### src/rtl/stack_ctrl_pkg.sv
// rtl/stack_ctrl_pkg.sv - shared types and constants for the stack-machine controller
//
// Holds the controller state encoding, the 4-bit opcode map and the
// fault_code values reported on the fault_code output.
package stack_ctrl_pkg;

   typedef enum logic [3:0] {
      S_INIT,
      S_FETCH,
      S_DECODE,
      S_ALU_1,
      S_ALU_2,
      S_PUSH_RD,
      S_PUSH_WR,
      S_POP_WR,
      S_JMP,
      S_JZ_1,
      S_JZ_2,
      S_HALT,
      S_FAULT
   } state_t;

   localparam logic [3:0] OP_ADD  = 4'b0000;
   localparam logic [3:0] OP_SUB  = 4'b0001;
   localparam logic [3:0] OP_AND  = 4'b0010;
   localparam logic [3:0] OP_NOT  = 4'b0011;
   localparam logic [3:0] OP_PUSH = 4'b0100;
   localparam logic [3:0] OP_POP  = 4'b0101;
   localparam logic [3:0] OP_JMP  = 4'b0110;
   localparam logic [3:0] OP_JZ   = 4'b0111;
   localparam logic [3:0] OP_HALT = 4'b1111;

   localparam logic [1:0] FC_NONE      = 2'b00;
   localparam logic [1:0] FC_UNDERFLOW = 2'b01;
   localparam logic [1:0] FC_OVERFLOW  = 2'b10;
   localparam logic [1:0] FC_ILLEGAL   = 2'b11;

   // The upper half of the opcode space is unused apart from HALT.
   function automatic logic is_illegal(input logic [3:0] op);
      return op[3] && (op != OP_HALT);
   endfunction

endpackage

### src/rtl/stack_depth_cnt.sv
// rtl/stack_depth_cnt.sv - stack occupancy tracker with push/pop headroom flags
//
// Ports:
//   clk, rst   clock, asynchronous active-high reset
//   push, pop  occupancy +1 / -1 this cycle
//   depth      current occupancy, 0..STACK_DEPTH
//   can_pop1   at least one entry present
//   can_pop2   at least two entries present
//   can_push   room for one more entry
module stack_depth_cnt #(
   parameter int STACK_DEPTH = 16,
   localparam int DW = $clog2(STACK_DEPTH + 1)
) (
   input  logic          clk,
   input  logic          rst,
   input  logic          push,
   input  logic          pop,
   output logic [DW-1:0] depth,
   output logic          can_pop1,
   output logic          can_pop2,
   output logic          can_push
);
   import stack_ctrl_pkg::*;

   localparam logic [DW-1:0] ONE  = DW'(1);
   localparam logic [DW-1:0] FULL = DW'(STACK_DEPTH);

   // The controller never asserts push and pop together; if it ever did,
   // the two would cancel and occupancy would hold.
   always_ff @(posedge clk or posedge rst) begin
      if (rst) begin
         depth <= '0;
      end else if (push && !pop) begin
         depth <= depth + ONE;
      end else if (pop && !push) begin
         depth <= depth - ONE;
      end
   end

   assign can_pop1 = (depth != '0);
   assign can_pop2 = (depth > ONE);
   assign can_push = (depth < FULL);

endmodule

### src/rtl/stack_ctrl_p.sv
// rtl/stack_ctrl_p.sv - multicycle control unit for the stack-machine datapath
//
// Ports:
//   clk, rst            clock, asynchronous active-high reset
//   inst                IR contents, opcode in the top four bits
//   zero                datapath zero flag of TOS
//   mem_ready           memory completes the current request this cycle
//   pc_src, ld_pc, ld_MDR, ld_IR, ld_B   datapath load/select strobes
//   mem_adr_src         1 = PC address, 0 = operand address
//   mem_req, mem_write  memory request and its write qualifier
//   stack_src           1 = ALU result, 0 = MDR
//   tos, stack_push, stack_pop            stack controls
//   alu_op              ALU function
//   halted, fault       sticky status
//   fault_code          01 underflow, 10 overflow, 11 illegal, 00 none
//   depth               current stack occupancy
module stack_ctrl_p #(
   parameter int INST_W = 8,
   parameter int STACK_DEPTH = 16,
   localparam int DW = $clog2(STACK_DEPTH + 1)
) (
   input  logic              clk,
   input  logic              rst,
   input  logic [INST_W-1:0] inst,
   input  logic              zero,
   input  logic              mem_ready,
   output logic              pc_src,
   output logic              ld_pc,
   output logic              ld_MDR,
   output logic              ld_IR,
   output logic              ld_B,
   output logic              mem_adr_src,
   output logic              mem_req,
   output logic              mem_write,
   output logic              stack_src,
   output logic              tos,
   output logic              stack_push,
   output logic              stack_pop,
   output logic [1:0]        alu_op,
   output logic              halted,
   output logic              fault,
   output logic [1:0]        fault_code,
   output logic [DW-1:0]     depth
);
   import stack_ctrl_pkg::*;

   state_t     state;
   logic [1:0] fault_code_q;
   logic [1:0] dec_code;
   logic [3:0] opcode;
   logic       can_pop1;
   logic       can_pop2;
   logic       can_push;
   logic       unused_operand;

   assign opcode         = inst[INST_W-1 -: 4];
   assign unused_operand = ^inst[INST_W-5:0];
   assign fault_code     = fault_code_q;

   stack_depth_cnt #(
      .STACK_DEPTH(STACK_DEPTH)
   ) u_depth (
      .clk     (clk),
      .rst     (rst),
      .push    (stack_push),
      .pop     (stack_pop),
      .depth   (depth),
      .can_pop1(can_pop1),
      .can_pop2(can_pop2),
      .can_push(can_push)
   );

   // Decode-time checks, illegal opcode taking precedence over stack limits.
   always_comb begin
      dec_code = FC_NONE;
      if (is_illegal(opcode)) begin
         dec_code = FC_ILLEGAL;
      end else begin
         case (opcode)
            OP_ADD, OP_SUB, OP_AND: if (!can_pop2) dec_code = FC_UNDERFLOW;
            OP_NOT, OP_POP, OP_JZ:  if (!can_pop1) dec_code = FC_UNDERFLOW;
            OP_PUSH:                if (!can_push) dec_code = FC_OVERFLOW;
            default: ;
         endcase
      end
   end

   always_ff @(posedge clk or posedge rst) begin
      if (rst) begin
         state        <= S_INIT;
         fault_code_q <= FC_NONE;
      end else begin
         case (state)
            S_INIT:    state <= S_FETCH;
            S_FETCH:   if (mem_ready) state <= S_DECODE;
            S_DECODE: begin
               if (dec_code != FC_NONE) begin
                  state        <= S_FAULT;
                  fault_code_q <= dec_code;
               end else begin
                  case (opcode)
                     OP_ADD, OP_SUB, OP_AND: state <= S_ALU_1;
                     OP_NOT:                 state <= S_ALU_2;
                     OP_PUSH:                state <= S_PUSH_RD;
                     OP_POP:                 state <= S_POP_WR;
                     OP_JMP:                 state <= S_JMP;
                     OP_JZ:                  state <= S_JZ_1;
                     OP_HALT:                state <= S_HALT;
                     default:                state <= S_FAULT;
                  endcase
               end
            end
            S_ALU_1:   state <= S_ALU_2;
            S_ALU_2:   state <= S_FETCH;
            S_PUSH_RD: if (mem_ready) state <= S_PUSH_WR;
            S_PUSH_WR: state <= S_FETCH;
            S_POP_WR:  if (mem_ready) state <= S_FETCH;
            S_JMP:     state <= S_FETCH;
            S_JZ_1:    state <= zero ? S_JZ_2 : S_FETCH;
            S_JZ_2:    state <= S_FETCH;
            S_HALT:    state <= S_HALT;
            S_FAULT:   state <= S_FAULT;
            default:   state <= S_INIT;
         endcase
      end
   end

   // Strobes follow the state directly so a reset clears them at once;
   // completion strobes wait for mem_ready within the requesting state.
   always_comb begin
      pc_src      = 1'b0;
      ld_pc       = 1'b0;
      ld_MDR      = 1'b0;
      ld_IR       = 1'b0;
      ld_B        = 1'b0;
      mem_adr_src = 1'b0;
      mem_req     = 1'b0;
      mem_write   = 1'b0;
      stack_src   = 1'b0;
      tos         = 1'b0;
      stack_push  = 1'b0;
      stack_pop   = 1'b0;
      alu_op      = 2'b00;
      halted      = 1'b0;
      fault       = 1'b0;
      case (state)
         S_FETCH: begin
            mem_req     = 1'b1;
            mem_adr_src = 1'b1;
            ld_IR       = mem_ready;
            ld_pc       = mem_ready;
         end
         S_DECODE: begin
            // First operand leaves the stack here for ALU ops only.
            if (dec_code == FC_NONE &&
                (opcode == OP_ADD || opcode == OP_SUB ||
                 opcode == OP_AND || opcode == OP_NOT)) begin
               stack_pop = 1'b1;
               ld_B      = 1'b1;
            end
         end
         S_ALU_1: begin
            tos       = 1'b1;
            stack_pop = 1'b1;
         end
         S_ALU_2: begin
            alu_op     = opcode[1:0];
            tos        = 1'b1;
            stack_push = 1'b1;
            stack_src  = 1'b1;
         end
         S_PUSH_RD: begin
            mem_req = 1'b1;
            ld_MDR  = mem_ready;
         end
         S_PUSH_WR: stack_push = 1'b1;
         S_POP_WR: begin
            tos       = 1'b1;
            mem_req   = 1'b1;
            mem_write = 1'b1;
            stack_pop = mem_ready;
         end
         S_JMP, S_JZ_2: begin
            ld_pc  = 1'b1;
            pc_src = 1'b1;
         end
         S_JZ_1:  tos    = 1'b1;
         S_HALT:  halted = 1'b1;
         S_FAULT: fault  = 1'b1;
         default: ;
      endcase
   end

endmodule

### config.mk
export PLATFORM = sky130hd
export DESIGN_NAME = stack_ctrl_p
export DESIGN_NICKNAME = d
export VERILOG_FILES = /design/src/rtl/stack_ctrl_pkg.sv /design/src/rtl/stack_depth_cnt.sv /design/src/rtl/stack_ctrl_p.sv
export SDC_FILE = /design/constraint.sdc
export NUM_CORES = 1
export LEC_CHECK = 0
export CORE_MARGIN = 2
export CORE_UTILIZATION = 40
export CTS_CLUSTER_SIZE = 8
export DETAILED_ROUTE_END_ITERATION = 12
export PLACE_DENSITY_LB_ADDON = 0.05
export SKIP_LAST_GASP = 1
export SYNTH_ARGS = -nofsm -noshare
export SYNTH_HDL_FRONTEND = slang
export SYNTH_HIERARCHICAL = 1
export SYNTH_SLANG_ARGS = --single-unit
### constraint.sdc
create_clock -name clk -period 6.8 [get_ports clk]
set_clock_uncertainty 0.15 [all_clocks]
set_input_delay 2.04 -clock clk [delete_from_list [all_inputs] [get_ports clk]]
set_output_delay 2.04 -clock clk [all_outputs]
set_load 0.02 [all_outputs]
==> metrics.csv, run 1 <==
stage,metric,value,unit
power,Cell Pwr Density,419,nW/um^2
logic_synthesis,Synth Cell Area,1010,um^2
logic_synthesis,synthesis-stage register bit count,11,
global_route,initial antenna violation count,0,
detailed_routing,Post-route DRC,0,
floorplan,Die Area,2950,um^2
floorplan,die height,54.3,um
place,DP Wirelength,1970,um
place,port buffer count,30,
setup_path,Crit. End Element,primary output,
floorplan,CORE AREA,2430,um^2
timing,RSZ-0062 raised after global routing,no,
min_path,Min-Delay Endpoint,fault_code[0]$_DFFE_PP0P_,
clock_tree,Sink Count,11,
global_route,first-pass GRT wire length,3910,um
power,Leak,0.542,nW
timing,final setup margin,0.341,ns
power,total power draw,569,uW
setup_path,slowest cell on the critical path,clkdlybuf4s50_1,
setup_path,CP cell instances,"clkdlybuf4s50_1, or2_2, a22oi_2, o211ai_4, o31ai_4, clkdlybuf4s50_1",
clock_tree,TritonCTS clock tree,built,
cells_and_area,most frequent cells in the layout,"clkdlybuf4s50_1, nor2_1, nand2_1",
logic_synthesis,"Top FF cell, synth",dfrtp_1,
logic_synthesis,Area contributors post-synth,"dfrtp_1, ha_1, nor2_1",
logic_synthesis,Mapped Cells,126,
setup_path,reg2reg end,u_depth/depth[3]$_DFFE_PP0P_,
detailed_routing,Routed Antenna Nets,0,
cells_and_area,"commonest non-fill, non-tap cell in the layout",clkdlybuf4s50_1,
cells_and_area,Final Instance Area,1360,um^2
power,Flop pwr share,0.281,
timing,Fin. Hold Viols,0,
logic_synthesis,mean area per synthesized cell,8.04,um^2
outcome,outcome,"finished, final reports clean",
clock_tree,CTS Hold Buffers Added,0,
logic_synthesis,top-area cell type share of the netlist area,0.272,
place,pre-CTS WS,0.339,ns
floorplan,I/O pin count,35,
logic_synthesis,YS warnings,6,
logic_synthesis,"Net Count, Synth",142,
clock_tree,Post-CTS Setup Repair Bufs,0,
floorplan,cell row count,18,
place,GPL Wtd Cong,0.773,
timing,final setup fails,0,
min_path,Hold Path Origin,fault_code[0]$_DFFE_PP0P_,
setup_path,CP top delay family,buffers and inverters,
floorplan,Initial Util,0.417,
power,switching pwr,274,uW
setup_path,Critical Path Max Stage Delay,0.63,ns
setup_path,critical path peak fanout,9,
cells_and_area,"Area growth, synth to finish",34.0,%
timing,TNS Setup,0,ns
timing,Slew headroom,0.704,
cells_and_area,Layout Utilization,0.558,
setup_path,Worst Reg2Reg Path Length in Cells,12,
global_route,total global routing overflow,0,
power,combinational share of power,0.641,
power,Clock Power Share,0.078,
cells_and_area,fin nets,173,
place,dpl cell area,1330,um^2
detailed_routing,1st-pass router iterations,4,
timing,Worst-Margin Slew,0.444,ns
clock_tree,clock slew at reported path FFs,0.07,ns
logic_synthesis,"area leader, netlist",dfrtp_1,
setup_path,reg2reg start,u_depth/depth[1]$_DFFE_PP0P_,
timing,max-slew violations,0,
setup_path,Setup CP Type,in -> out,
timing,Tmin final,6.46,ns
logic_synthesis,Yosys cell types,46,
min_path,Hold Path Depth,2,
detailed_routing,DRT iter0 DRCs,16,
power,VDD IR-drop max,0.000278,V
global_route,pin count of the biggest net entering global routing,17,
timing,Max Freq,0.155,GHz
setup_path,Crit path buffers/inverters,2,
floorplan,Die W,54.3,um
setup_path,reg2reg setup slack,3.64,ns
logic_synthesis,"EDFF count, synth",0,
logic_synthesis,ys async rst share,1.00,
clock_tree,insertion delay to the later sink of the worst-skew pair,0.27,ns
min_path,HP Class,reg -> reg,
power,switching part of the total,0.482,
clock_tree,CTS H-tree depth,1,
setup_path,critical path's most frequent cell,clkdlybuf4s50_1,
clock_tree,clock root buffer master,clkbuf_4,
clock_tree,CTS resizes,0,
logic_synthesis,register area share after synthesis,0.272,
job,number of maximum-capacitance violations,0,
detailed_routing,drt wl/cell,13.5,um
setup_path,Worst setup SP type,input pin,
cells_and_area,# diodes,0,
clock_tree,Clock Tree Buf Depth,2,
cells_and_area,share of post-route cells with drive strength above 1,0.0962,
setup_path,"Data required, critical path",4.61,ns
global_route,vias in the first global route,854,
setup_path,critical path arrival,4.27,ns
timing,crit share post-route,0.950,
power,Int Power,294,uW
detailed_routing,Post-Route WL,2510,um
detailed_routing,DR vias,1004,
global_route,Total GRT Usage,0.182,
detailed_routing,Vias per Instance,5.40,
clock_tree,CTS buffer count,3,
## worst reg2reg max path: cells and delay by family, from the launching register on
kind / cells / cell delay (ns)
flops: 1 / 0.47
compound gates: 5 / 1.06
fa+ha+maj: 2 / 0.46
xor+xnor: 1 / 0.15
buf+inv: 2 / 0.15
simple gates: 2 / 0.65
## power groups by stage
stage / sequential (mW) / clock [mW] / combinational [mW]
floorplan: 0.153 / 0 / 0.232
global placement: 0.158 / 0 / 0.361
detailed placement: 0.159 / 0 / 0.367
CTS: 0.159 / 0.0448 / 0.368
global route: 0.168 / 0.0502 / 0.400
finish: 0.160 / 0.0443 / 0.365
## metal layers
layer | wire length (um) | share of wire | global-route usage
met5 | 0 | 0 | 0
met4 | 14 | 0.0056 | 0.0250
met3 | 118 | 0.047 | 0.0410
met2 | 1300 | 0.52 | 0.337
met1 | 1080 | 0.43 | 0.217
## synth_stat cells, drive strengths merged, types with 4 or more instances
cell	number
nor2	13
nand2	12
dfrtp	11
a21oi	9
o21ai	8
inv	7
nor2b	6
nor3	5
ha	4
## area by class of cell
class | count | area, um^2
timing repair buffer | 32 | 315
sequential | 11 | 275
fill | 252 | 1070
clock buffer | 4 | 26.3
tap | 30 | 37.5
inverter | 8 | 31.3
multi-input combinational | 101 | 672
## metrics by stage
stage          hold slack (ns)  instances
2_1_floorplan            0.461        126
3_3_place_gp             0.355        182
3_5_place_dp             0.344        182
4_1_cts                  0.359        186
5_1_grt                  0.431        186
6_report                 0.356        186
## flip-flops by register name (all words and copies together), names as in the netlist
signal,cells
state,4
u_depth/depth,5
fault_code,2
## worst max path at each step
stage                            to  depth (start not counted)  slack, ns     from
after floorplan           stack_pop                          4       1.55  inst[5]
after global placement    stack_pop                          6       0.35  inst[5]
after detailed placement  stack_pop                          6       0.34  inst[5]
after CTS                 stack_pop                          6       0.33  inst[5]
after global routing      stack_pop                          6       0.26  inst[5]
final                     stack_pop                          6       0.34  inst[5]
## cells by family (layout without fill, tap and decap cells)
family	after synthesis	in the layout	share of synthesized area
buffers and inverters	14	44	0.0654
AND/OR/NAND/NOR	56	56	0.300
adder cells (fa/ha/maj)	4	4	0.0494
XOR/XNOR	5	5	0.0432
AO/OA/AOI/OAI	35	35	0.260
multiplexers	1	1	0.00988
flip-flops	11	11	0.272
Power figures use the tool's default switching activity.
==> run 2, diff against run 1 <==
--- a/config.mk
+++ b/config.mk
@@ -10,7 +10,6 @@
 export CTS_CLUSTER_SIZE = 8
 export DETAILED_ROUTE_END_ITERATION = 12
 export PLACE_DENSITY_LB_ADDON = 0.05
-export SKIP_LAST_GASP = 1
 export SYNTH_ARGS = -nofsm -noshare
 export SYNTH_HDL_FRONTEND = slang
 export SYNTH_HIERARCHICAL = 1
==> results of run 2 <==
The final DEF is identical to that of run 1; final timing and power are the same.
